===== src/rtl/dm_wb_cache_ctrl_pkg.sv =====
// dm_cache_pkg: shared constants, state encoding and block/word helpers for the write-back cache
package dm_cache_pkg;

    localparam int BLK_W  = 128;
    localparam int WORD_W = 32;
    localparam int OFF_W  = 4;

    localparam logic [1:0] IDLE      = 2'd0;
    localparam logic [1:0] COMPARE   = 2'd1;
    localparam logic [1:0] WRITEBACK = 2'd2;
    localparam logic [1:0] ALLOCATE  = 2'd3;

    // word 0 sits in the most significant lane of a block
    function automatic logic [WORD_W-1:0] getWord(input logic [BLK_W-1:0] blk, input logic [1:0] sel);
        return blk[WORD_W*(3-int'(sel)) +: WORD_W];
    endfunction

    function automatic logic [BLK_W-1:0] putWord(input logic [BLK_W-1:0] blk, input logic [1:0] sel,
                                                 input logic [WORD_W-1:0] w);
        logic [BLK_W-1:0] b;
        b = blk;
        b[WORD_W*(3-int'(sel)) +: WORD_W] = w;
        return b;
    endfunction

endpackage


===== src/rtl/dm_wb_cache_ctrl_if.sv =====
// dm_wb_cache_ctrl_if: CPU request/response and block-memory signals of the cache controller
interface dm_wb_cache_ctrl_if
    import dm_cache_pkg::*;
#(
    parameter int ADDR_W = 10
);
    logic              req_valid;
    logic              req_ready;
    logic              req_write;
    logic [ADDR_W-1:0] req_addr;
    logic [WORD_W-1:0] req_wdata;
    logic              resp_valid;
    logic [WORD_W-1:0] resp_rdata;
    logic              mem_rw;
    logic [ADDR_W-1:0] mem_addr;
    logic [BLK_W-1:0]  mem_wdata;
    logic [BLK_W-1:0]  mem_rdata;

    modport master (
        input  req_valid, req_write, req_addr, req_wdata, mem_rdata,
        output req_ready, resp_valid, resp_rdata, mem_rw, mem_addr, mem_wdata
    );

    modport slave (
        output req_valid, req_write, req_addr, req_wdata, mem_rdata,
        input  req_ready, resp_valid, resp_rdata, mem_rw, mem_addr, mem_wdata
    );
endinterface


===== src/rtl/dm_wb_cache_ctrl_line_store.sv =====
// dm_cache_line_store: data/tag arrays plus valid/dirty bits, async read and sync update ports
module dm_cache_line_store
    import dm_cache_pkg::*;
#(
    parameter int LINES = 4,
    parameter int TAG_W = 4,
    localparam int IDX_W = $clog2(LINES)
) (
    input  logic              clk,
    input  logic              rst_n,
    input  logic [IDX_W-1:0]  idx,
    output logic [BLK_W-1:0]  rdData,
    output logic [TAG_W-1:0]  rdTag,
    output logic              rdValid,
    output logic              rdDirty,
    input  logic              wordWe,
    input  logic [1:0]        wordSel,
    input  logic [WORD_W-1:0] wordData,
    input  logic              fillWe,
    input  logic [TAG_W-1:0]  fillTag,
    input  logic [BLK_W-1:0]  fillData,
    input  logic              dirtyClr
);
    logic [BLK_W-1:0] dataArr [LINES];
    logic [TAG_W-1:0] tagArr [LINES];
    logic [LINES-1:0] validBits;
    logic [LINES-1:0] dirtyBits;

    assign rdData  = dataArr[idx];
    assign rdTag   = tagArr[idx];
    assign rdValid = validBits[idx];
    assign rdDirty = dirtyBits[idx];

    // data and tags carry no reset; valid bits guard them after reset
    always_ff @(posedge clk) begin
        if (fillWe) begin
            dataArr[idx] <= fillData;
            tagArr[idx]  <= fillTag;
        end else if (wordWe) begin
            dataArr[idx] <= putWord(dataArr[idx], wordSel, wordData);
        end
    end

    // line status: refill validates clean, store dirties, write-back cleans
    always_ff @(posedge clk or negedge rst_n) begin
        if (!rst_n) begin
            validBits <= '0;
            dirtyBits <= '0;
        end else begin
            if (fillWe) begin
                validBits[idx] <= 1'b1;
                dirtyBits[idx] <= 1'b0;
            end
            if (wordWe) dirtyBits[idx] <= 1'b1;
            if (dirtyClr) dirtyBits[idx] <= 1'b0;
        end
    end
endmodule


===== src/rtl/dm_wb_cache_ctrl.sv =====
// dm_wb_cache_ctrl: direct-mapped write-back write-allocate cache controller between CPU and block memory
module dm_wb_cache_ctrl
    import dm_cache_pkg::*;
#(
    parameter int ADDR_W  = 10,
    parameter int LINES   = 4,
    parameter int MEM_LAT = 4
) (
    input logic clk,
    input logic rst_n,
    dm_wb_cache_ctrl_if.master bus
);
    localparam int IDX_W = $clog2(LINES);
    localparam int TAG_W = ADDR_W - OFF_W - IDX_W;
    localparam int CNT_W = $clog2(MEM_LAT + 1);

    logic [1:0]        state;
    logic [CNT_W-1:0]  cnt;
    logic              reqWrite;
    logic [ADDR_W-1:2] reqAddr;
    logic [WORD_W-1:0] reqWdata;
    logic [IDX_W-1:0]  reqIdx;
    logic [TAG_W-1:0]  reqTag;
    logic [BLK_W-1:0]  lineData;
    logic [TAG_W-1:0]  lineTag;
    logic              lineValid;
    logic              lineDirty;
    logic              hit;
    logic              lastCnt;

    assign reqIdx        = reqAddr[OFF_W +: IDX_W];
    assign reqTag        = reqAddr[ADDR_W-1 -: TAG_W];
    assign hit           = state == COMPARE && lineValid && lineTag == reqTag;
    assign lastCnt       = cnt == CNT_W'(MEM_LAT - 1);
    assign bus.req_ready = rst_n && state == IDLE;

    dm_cache_line_store #(.LINES(LINES), .TAG_W(TAG_W)) store (
        .clk      (clk),
        .rst_n    (rst_n),
        .idx      (reqIdx),
        .rdData   (lineData),
        .rdTag    (lineTag),
        .rdValid  (lineValid),
        .rdDirty  (lineDirty),
        .wordWe   (hit && reqWrite),
        .wordSel  (reqAddr[3:2]),
        .wordData (reqWdata),
        .fillWe   (state == ALLOCATE && lastCnt),
        .fillTag  (reqTag),
        .fillData (bus.mem_rdata),
        .dirtyClr (state == WRITEBACK && lastCnt)
    );

    // request capture, FSM sequencing, transfer counter and registered bus outputs
    always_ff @(posedge clk or negedge rst_n) begin
        if (!rst_n) begin
            state          <= IDLE;
            cnt            <= '0;
            reqWrite       <= 1'b0;
            reqAddr        <= '0;
            reqWdata       <= '0;
            bus.resp_valid <= 1'b0;
            bus.resp_rdata <= '0;
            bus.mem_rw     <= 1'b0;
            bus.mem_addr   <= '0;
            bus.mem_wdata  <= '0;
        end else begin
            bus.resp_valid <= 1'b0;
            cnt <= ((state == WRITEBACK || state == ALLOCATE) && !lastCnt) ? cnt + CNT_W'(1) : '0;
            case (state)
                IDLE: if (bus.req_valid) begin
                    reqWrite <= bus.req_write;
                    reqAddr  <= bus.req_addr[ADDR_W-1:2];
                    reqWdata <= bus.req_wdata;
                    state    <= COMPARE;
                end
                COMPARE: if (hit) begin
                    bus.resp_valid <= 1'b1;
                    bus.resp_rdata <= reqWrite ? reqWdata : getWord(lineData, reqAddr[3:2]);
                    state          <= IDLE;
                end else if (lineValid && lineDirty) begin
                    bus.mem_rw    <= 1'b1;
                    bus.mem_addr  <= {lineTag, reqIdx, OFF_W'(0)};
                    bus.mem_wdata <= lineData;
                    state         <= WRITEBACK;
                end else begin
                    bus.mem_addr <= {reqTag, reqIdx, OFF_W'(0)};
                    state        <= ALLOCATE;
                end
                WRITEBACK: if (lastCnt) begin
                    bus.mem_rw   <= 1'b0;
                    bus.mem_addr <= {reqTag, reqIdx, OFF_W'(0)};
                    state        <= ALLOCATE;
                end
                ALLOCATE: if (lastCnt) state <= COMPARE;
                default: state <= IDLE;
            endcase
        end
    end
endmodule


===== src/flat_wrapper.sv =====
// flat-port wrapper written by rule: the top's interface ports become plain ports
module dm_wb_cache_ctrl_flat import dm_cache_pkg::*;
#(
    parameter int ADDR_W  = 10,
    parameter int LINES   = 4,
    parameter int MEM_LAT = 4
)
  (clk, rst_n, bus_req_valid, bus_req_write, bus_req_addr, bus_req_wdata, bus_mem_rdata, bus_req_ready, bus_resp_valid, bus_resp_rdata, bus_mem_rw, bus_mem_addr, bus_mem_wdata);
  dm_wb_cache_ctrl_if #(.ADDR_W(ADDR_W)) bus_i ();
  input logic clk;
  input logic rst_n;
  input wire logic [$bits(bus_i.req_valid)-1:0] bus_req_valid;
  input wire logic [$bits(bus_i.req_write)-1:0] bus_req_write;
  input wire logic [$bits(bus_i.req_addr)-1:0] bus_req_addr;
  input wire logic [$bits(bus_i.req_wdata)-1:0] bus_req_wdata;
  input wire logic [$bits(bus_i.mem_rdata)-1:0] bus_mem_rdata;
  output wire logic [$bits(bus_i.req_ready)-1:0] bus_req_ready;
  output wire logic [$bits(bus_i.resp_valid)-1:0] bus_resp_valid;
  output wire logic [$bits(bus_i.resp_rdata)-1:0] bus_resp_rdata;
  output wire logic [$bits(bus_i.mem_rw)-1:0] bus_mem_rw;
  output wire logic [$bits(bus_i.mem_addr)-1:0] bus_mem_addr;
  output wire logic [$bits(bus_i.mem_wdata)-1:0] bus_mem_wdata;
  assign bus_i.req_valid = bus_req_valid;
  assign bus_i.req_write = bus_req_write;
  assign bus_i.req_addr = bus_req_addr;
  assign bus_i.req_wdata = bus_req_wdata;
  assign bus_i.mem_rdata = bus_mem_rdata;
  assign bus_req_ready = bus_i.req_ready;
  assign bus_resp_valid = bus_i.resp_valid;
  assign bus_resp_rdata = bus_i.resp_rdata;
  assign bus_mem_rw = bus_i.mem_rw;
  assign bus_mem_addr = bus_i.mem_addr;
  assign bus_mem_wdata = bus_i.mem_wdata;
  dm_wb_cache_ctrl #(.ADDR_W(ADDR_W), .LINES(LINES), .MEM_LAT(MEM_LAT)) u_core (.clk(clk), .rst_n(rst_n), .bus(bus_i));
endmodule

===== config.mk =====
export PLATFORM = sky130hd
export DESIGN_NAME = dm_wb_cache_ctrl_flat
export DESIGN_NICKNAME = d
export VERILOG_FILES = /design/src/rtl/dm_wb_cache_ctrl_pkg.sv /design/src/rtl/dm_wb_cache_ctrl_if.sv /design/src/rtl/dm_wb_cache_ctrl_line_store.sv /design/src/rtl/dm_wb_cache_ctrl.sv /design/src/flat_wrapper.sv
export SDC_FILE = /design/constraint.sdc
export NUM_CORES = 1
export LEC_CHECK = 0
export BUFFER_PORTS_ARGS = -buffer_cell sky130_fd_sc_hd__buf_2
export CORE_ASPECT_RATIO = 0.75
export CORE_UTILIZATION = 40
export CTS_BUF_LIST = sky130_fd_sc_hd__clkbuf_8
export DETAILED_ROUTE_END_ITERATION = 7
export PLACE_DENSITY = 0.65
export SETUP_SLACK_MARGIN = 0.02
export SYNTH_ARGS = -nofsm -noshare
export SYNTH_HDL_FRONTEND = slang
export SYNTH_SLANG_ARGS = --single-unit

===== constraint.sdc =====
create_clock -name clk -period 15.37 [get_ports clk]
set_input_delay 3.074 -clock clk [delete_from_list [all_inputs] [get_ports clk]]
set_output_delay 3.074 -clock clk [all_outputs]
set_load 0.05 [all_outputs]

# Yosys cells after proc, flatten, opt, wreduce, memory -nomap -nowiden
# Memory sizes are Yosys's and may differ from the RTL's.
# Index checks and enable logic that the tools add are counted.
# word_totals
register_bits	226
ram_bits	528
in_bits	174
output_inout_bits	173
elab_cells	92
memories	2
# mem_list
name	words	width	rd	rd_clocked_by_memory_dff	write_ports	line_no	text
u_core.store.dataArr	4	128	1	0	1	dm_wb_cache_ctrl_line_store.sv:24	logic [BLK_W-1:0] dataArr [LINES];
u_core.store.tagArr	4	4	1	0	1	dm_wb_cache_ctrl_line_store.sv:25	logic [TAG_W-1:0] tagArr [LINES];
# op_classes
addsub	3
magnitude_cmp	2
eq_ne	10
n_shift	3
muxes	34
bitwise	7
reduce_logical	19
# op_table
operator	count
128-bit bitwise mux	1
128-bit two-way mux	1
32-bit by 33-bit variable shift with 128-bit output (first input constant)	1
128-bit by 32-bit indexed part select with 32-bit output	1
32-bit by 33-bit indexed part select with 128-bit output	1
32-bit negation with 33-bit output	1
32-bit two-way mux	1
10-bit two-way mux	3
10-bit case mux with 2 select lines	1
1-bit two-way mux	14
4-bit two-way mux	3
1-bit logical AND	9
3-bit AND reduction	3
4-bit AND	2
2-bit two-way mux	4
4-bit OR	2
2-bit case mux with 4 select lines	1
2-bit != test (second input constant)	3
1-bit binary-select mux with 2-bit select	2
2-bit == test (second input constant)	2
4-bit == test	1
2-bit by 1-bit != test with 1-bit output (second input constant)	2
4-bit NOT	1
2-bit AND reduction	2
16 further kinds	16

# Depth between registers and ports, before layout
# depth
word_depth	11
depth_mapped	10
ltp_nobuf	7

# By module
# A second synthesis with hierarchy kept.
# unflattened
cells_unflattened	1807
area_unflattened_um2	31610.3
# by_module_without_submodules
mod	n_inst	cells_each	area_each_um2	seq_area_each_um2
dm_cache_line_store	1	1228	22082.4	16055.4
dm_wb_cache_ctrl	1	579	9527.9	5355.1

# Least setup slack after synthesis
# OpenSTA, ideal clock, no wires.
# synth_timing
kind	reg2reg
startpoint	reg u_core.reqAddr[4] (netlist bit)
endpoint	mem u_core.store.dataArr[0][0], enable pin
setup_time_ns	0.771
arrival_ns	10.412
required_ns	14.599
path_slack_ns	4.187
path_stages_with_launch	8
n_path_buf	2
synth_period_minus_slack_ns	11.183
path_cell_list	dfrtp_1 > buf_2 > buf_6 > mux4_2 > xor2_1 > nor3_4 > a32oi_1 > nor3_1
# synth_via
elab_chain_cells	9
elab_cells_between_ends	11
classes_between	1 x eq/ne; 5 x mux; 1 x bitwise; 3 x reduce/logical; 1 x memory
# synth_lines
item	line_no	text
start: declaration	dm_wb_cache_ctrl.sv:20	logic [ADDR_W-1:2] reqAddr;
start signal: assignment	dm_wb_cache_ctrl.sv:73	reqAddr <= bus.req_addr[ADDR_W-1:2];
parallel branches: the longest is 9 deep, another holds memory 4 x 4 bit	n/a	
end: declaration	dm_wb_cache_ctrl_line_store.sv:24	
# Several ways; the timed one is not identified. The select of a mux whose other input is x is not followed.

# Final worst setup path
# layout_timing
startpoint	in rst_n
endpoint	out bus_req_ready
# layout_via
elab_chain_cells	1
# layout_lines
item	line_no	text
start: declaration	flat_wrapper.sv:11	input logic rst_n;
1-bit logical AND	dm_wb_cache_ctrl.sv:35	assign bus.req_ready = rst_n && state == IDLE;
end: declaration	flat_wrapper.sv:17	output wire logic [$bits(bus_i.req_ready)-1:0] bus_req_ready;
# Every way passes these cells.

==> reports/summary.txt <==
========================================================================================
CTS root buf                                                                sky130_fd_sc_hd__clkbuf_8
Number of buffers inserted to repair setup after CTS                                   0
Number of antenna violations at the first check in global routing                     12
Relative slew slack                                                                25.7%
Max frequency                                                                  0.140 GHz
Combinational share of power                                                       39.7%
Final Routed Wirelength                                                         96700 um
TritonCTS clock tree                                                                done
Leakage                                                                          14.8 nW
# hold bufs at CTS                                                                     0
Number of max-capacitance violations reported                                          0
Type of origin of the critical path                                         primary input
Mapped Area                                                                 0.0331 sq mm
Sw power                                                                         3.09 mW
Average cell area after synthesis                                             14.8 sq um
Yosys Warn Count                                                                       0
Largest clock skew in the final design                                           48.6 ps
Slowest-stage cell, CP                                                      sky130_fd_sc_hd__buf_8
Critical Setup Path Class                                                      in -> out
Delay of the slowest critical-path stage                                          430 ps
Power per cell area                                                          193 mW/mm^2
Cell internal pwr                                                                4.26 mW
Pin count of the biggest net entering global routing                                 129
Standard-cell rows                                                                    90
Max Slew Vio Count                                                                     0
Count of different cell masters after synthesis                                       45
Unrepaired setup endpoints after global routing                                       no
Number of flops mapped to enable cells by yosys                                      528
Max clock buf depth                                                                    3
Total half-perimeter wirelength after legalization and detailed placement       61700 um
Routability congestion estimate from global placement                              0.861
Routed vias                                                                        20754
Fraction of layout cells with a size suffix above 1                                31.8%
Die width                                                                         334 um
Post-CTS resize count                                                                  0
Layout Utilization                                                                 47.1%
Floorplan die height                                                              251 um
Num Clock Sinks                                                                      750
Leading register cell type out of synthesis                                 sky130_fd_sc_hd__edfxtp_1
CTS H-Tree Depth                                                                       3
Final period utilization                                                           46.4%
Asr flop ratio synth                                                               29.6%
Setup slack on the worst flop-to-flop path                                      10180 ps
Antenna violation net count after detailed routing                                     0
Family of cells with the greatest summed delay on the critical path         buffers and inverters
Worst slack, placed                                                              8190 ps
Number of placed I/O pins                                                            347
TNS Setup                                                                           0 ps
Number of CTS-inserted buffers                                                       118
Fraction of power consumed by the clock network                                    22.8%
Vias in the first global route                                                     20819
Net total in the final layout                                                       2769
Post-route minimum period                                                        7130 ps
Number of fill cells                                                                7121
DRC viols                                                                              0
Required @ worst endpoint                                                       12300 ps
Router iterations before antenna repair                                                5
Number of standard cells in the final layout excluding fillers                      3755
Arrival time of data at the critical path endpoint                               4050 ps
Tightest Pin Transition                                                          1110 ps
Avg Vias per Cell                                                                   5.53
Area enclosed by the die boundary                                           0.0838 sq mm
Number of buffer and inverter instances along the worst setup path                     2
Port buffer count                                                                    340
First-pass GRT wire length                                                     140000 um
Smallest setup slack after layout                                                8240 ps
Peak supply drop                                                                  107 uV
Register area share after synthesis                                                64.7%
Area grow syn2layout                                                               15.5%
Iteration-0 DRC Markers                                                             1810
Sw Ratio                                                                           42.0%
Final setup fails                                                                      0
Sequential Power Share                                                             37.5%
All-Layer GR Usage                                                                 22.8%
Post-placement cell count                                                           3522
Total core area                                                             0.0811 sq mm
Worst path cell trace                                                       buf_8 -> and2_1 -> buf_2
Hold crit path type                                                           reg -> reg
Clk pin slew, worst setup/hold paths                                               60 ps
Crit. End Element                                                           primary output
Starting density of the core                                                       40.8%
Final hold violations                                                                  0
Run status                                                                  finished, final reports clean
FF+latch count, synth                                                                750
Max Fanout on Critical Path                                                           75
Post-synthesis instance total                                                       2228
Clock latency at the later pin of the worst-skew pair                             760 ps
Grt ovf                                                                                0
DR WL/cell                                                                       25.7 um
========================================================================================
## worst paths after layout
kind	from	to	cells after the start
max	rst_n	bus_req_ready	3
max in group asynchronous	rst_n	u_core.bus.mem_wdata[90]	3
min in group asynchronous	rst_n	u_core.bus.mem_addr[4]	1
min reg2reg	u_core.cnt[0]	u_core.cnt[0]	1
max reg2reg	u_core.reqAddr[5]	u_core.store.dataArr[1][122]	7
min	u_core.cnt[0]	u_core.cnt[0]	1
## layout by cell type (no fill, tap or decap), drive strengths merged, types with 7 or more instances in the layout
cell,Yosys,routed
a221oi,33,33
o211ai,31,31
dfrtp,222,222
mux2,339,339
mux2i,160,160
o21ai,201,201
ha,11,11
o2bb2a,31,31
clkbuf,71,143
nor2b,33,33
edfxtp,528,528
nor2,13,13
clkinv,0,24
diode,0,7
inv,135,188
buf,70,374
nand2,233,233
mux4,70,70
## per-layer routing
metal  up-vias  part of all wire [%]  wire [um]  GRT usage [%]
li1       9016                     -          -              -
met1     10649                    44      42600           32.8
met2       927                    44      42100           33.1
met3       152                    10       9740           7.43
met4        10                   2.2       2110           6.21
met5         -                 0.068         66              0
## area by class of cell
class,count,area (sq um),area share (%)
repair buffers,374,1990,5.22
flip-flops and latches,750,21400,56.1
well taps,1058,1320,3.47
inverters,135,507,1.33
clock inverters,83,420,1.10
diodes,7,17.5,0.0459
clock buffers,143,1970,5.15
multi-input cells,1205,10500,27.6
## flip-flops by register name (all words and copies together), names as in the netlist
name,flops
u_core.store.dataArr,512
u_core.bus.mem_wdata,128
u_core.bus.resp_rdata,32
u_core.reqWdata,32
u_core.store.tagArr,16
u_core.reqAddr,8
u_core.bus.mem_addr,6
u_core.store.dirtyBits,4
u_core.store.validBits,4
u_core.cnt,3
u_core.state,2
u_core.bus.mem_rw,1
u_core.bus.resp_valid,1
u_core.reqWrite,1
## cells in the mapped netlist, types with 5 or more instances
cell | count | area [sq um]
sky130_fd_sc_hd__nor2b_1 | 33 | 206
sky130_fd_sc_hd__buf_1 | 19 | 71.3
sky130_fd_sc_hd__inv_1 | 135 | 507
sky130_fd_sc_hd__clkbuf_1 | 71 | 267
sky130_fd_sc_hd__nor2_1 | 13 | 48.8
sky130_fd_sc_hd__buf_6 | 13 | 146
sky130_fd_sc_hd__mux2_1 | 117 | 1320
sky130_fd_sc_hd__buf_2 | 31 | 155
sky130_fd_sc_hd__o211ai_1 | 31 | 233
sky130_fd_sc_hd__o21ai_0 | 201 | 1010
sky130_fd_sc_hd__mux2i_1 | 160 | 1600
sky130_fd_sc_hd__mux4_2 | 70 | 1580
sky130_fd_sc_hd__ha_1 | 11 | 138
sky130_fd_sc_hd__or2_2 | 5 | 31.3
sky130_fd_sc_hd__buf_4 | 7 | 52.6
sky130_fd_sc_hd__a221oi_1 | 33 | 289
sky130_fd_sc_hd__nand2_1 | 233 | 875
sky130_fd_sc_hd__dfrtp_1 | 222 | 5560
sky130_fd_sc_hd__o2bb2a_1 | 31 | 310
sky130_fd_sc_hd__mux2_4 | 9 | 135
sky130_fd_sc_hd__edfxtp_1 | 528 | 15900
sky130_fd_sc_hd__mux2_2 | 213 | 2400
## logic make-up after synthesis
logic type / after synthesis / share of synthesized area (%)
buf+inv: 276 / 3.62
mux: 569 / 21.3
fa+ha+maj: 11 / 0.416
xor+xnor: 4 / 0.106
other cells: 1 / 0.0113
flops: 750 / 64.7
compound gates: 309 / 5.84
simple gates: 308 / 4.00
## worst reg2reg max path, delay by kind of cell (launching register included)
family / cells / cell delay [ps]
xor+xnor: 1 / 180
simple gates: 2 / 1140
flops: 1 / 810
compound gates: 1 / 380
mux: 1 / 480
buf+inv: 2 / 1690
## power by group through the flow
stage	logic (mW)	clock network, mW	registers, mW
6_report	2.92	1.68	2.76
2_1_floorplan	1.49	0	3.17
5_1_grt	3.11	1.80	2.78
3_3_place_gp	2.86	0	2.77
3_5_place_dp	2.92	0	2.78
4_1_cts	2.93	1.71	2.74
## stage by stage
| stage | hold WS (ps) | total power [mW] | area (sq um) |
|---|---|---|---|
| CTS | 451 | 7.38 | 38200 |
| detailed placement | 441 | 5.70 | 35800 |
| global route | 479 | 7.69 | 38200 |
| floorplan | 410 | 4.66 | 33100 |
| global placement | 424 | 5.64 | 35800 |
| finish | 445 | 7.36 | 38200 |
(Power assumes the default switching activity.)
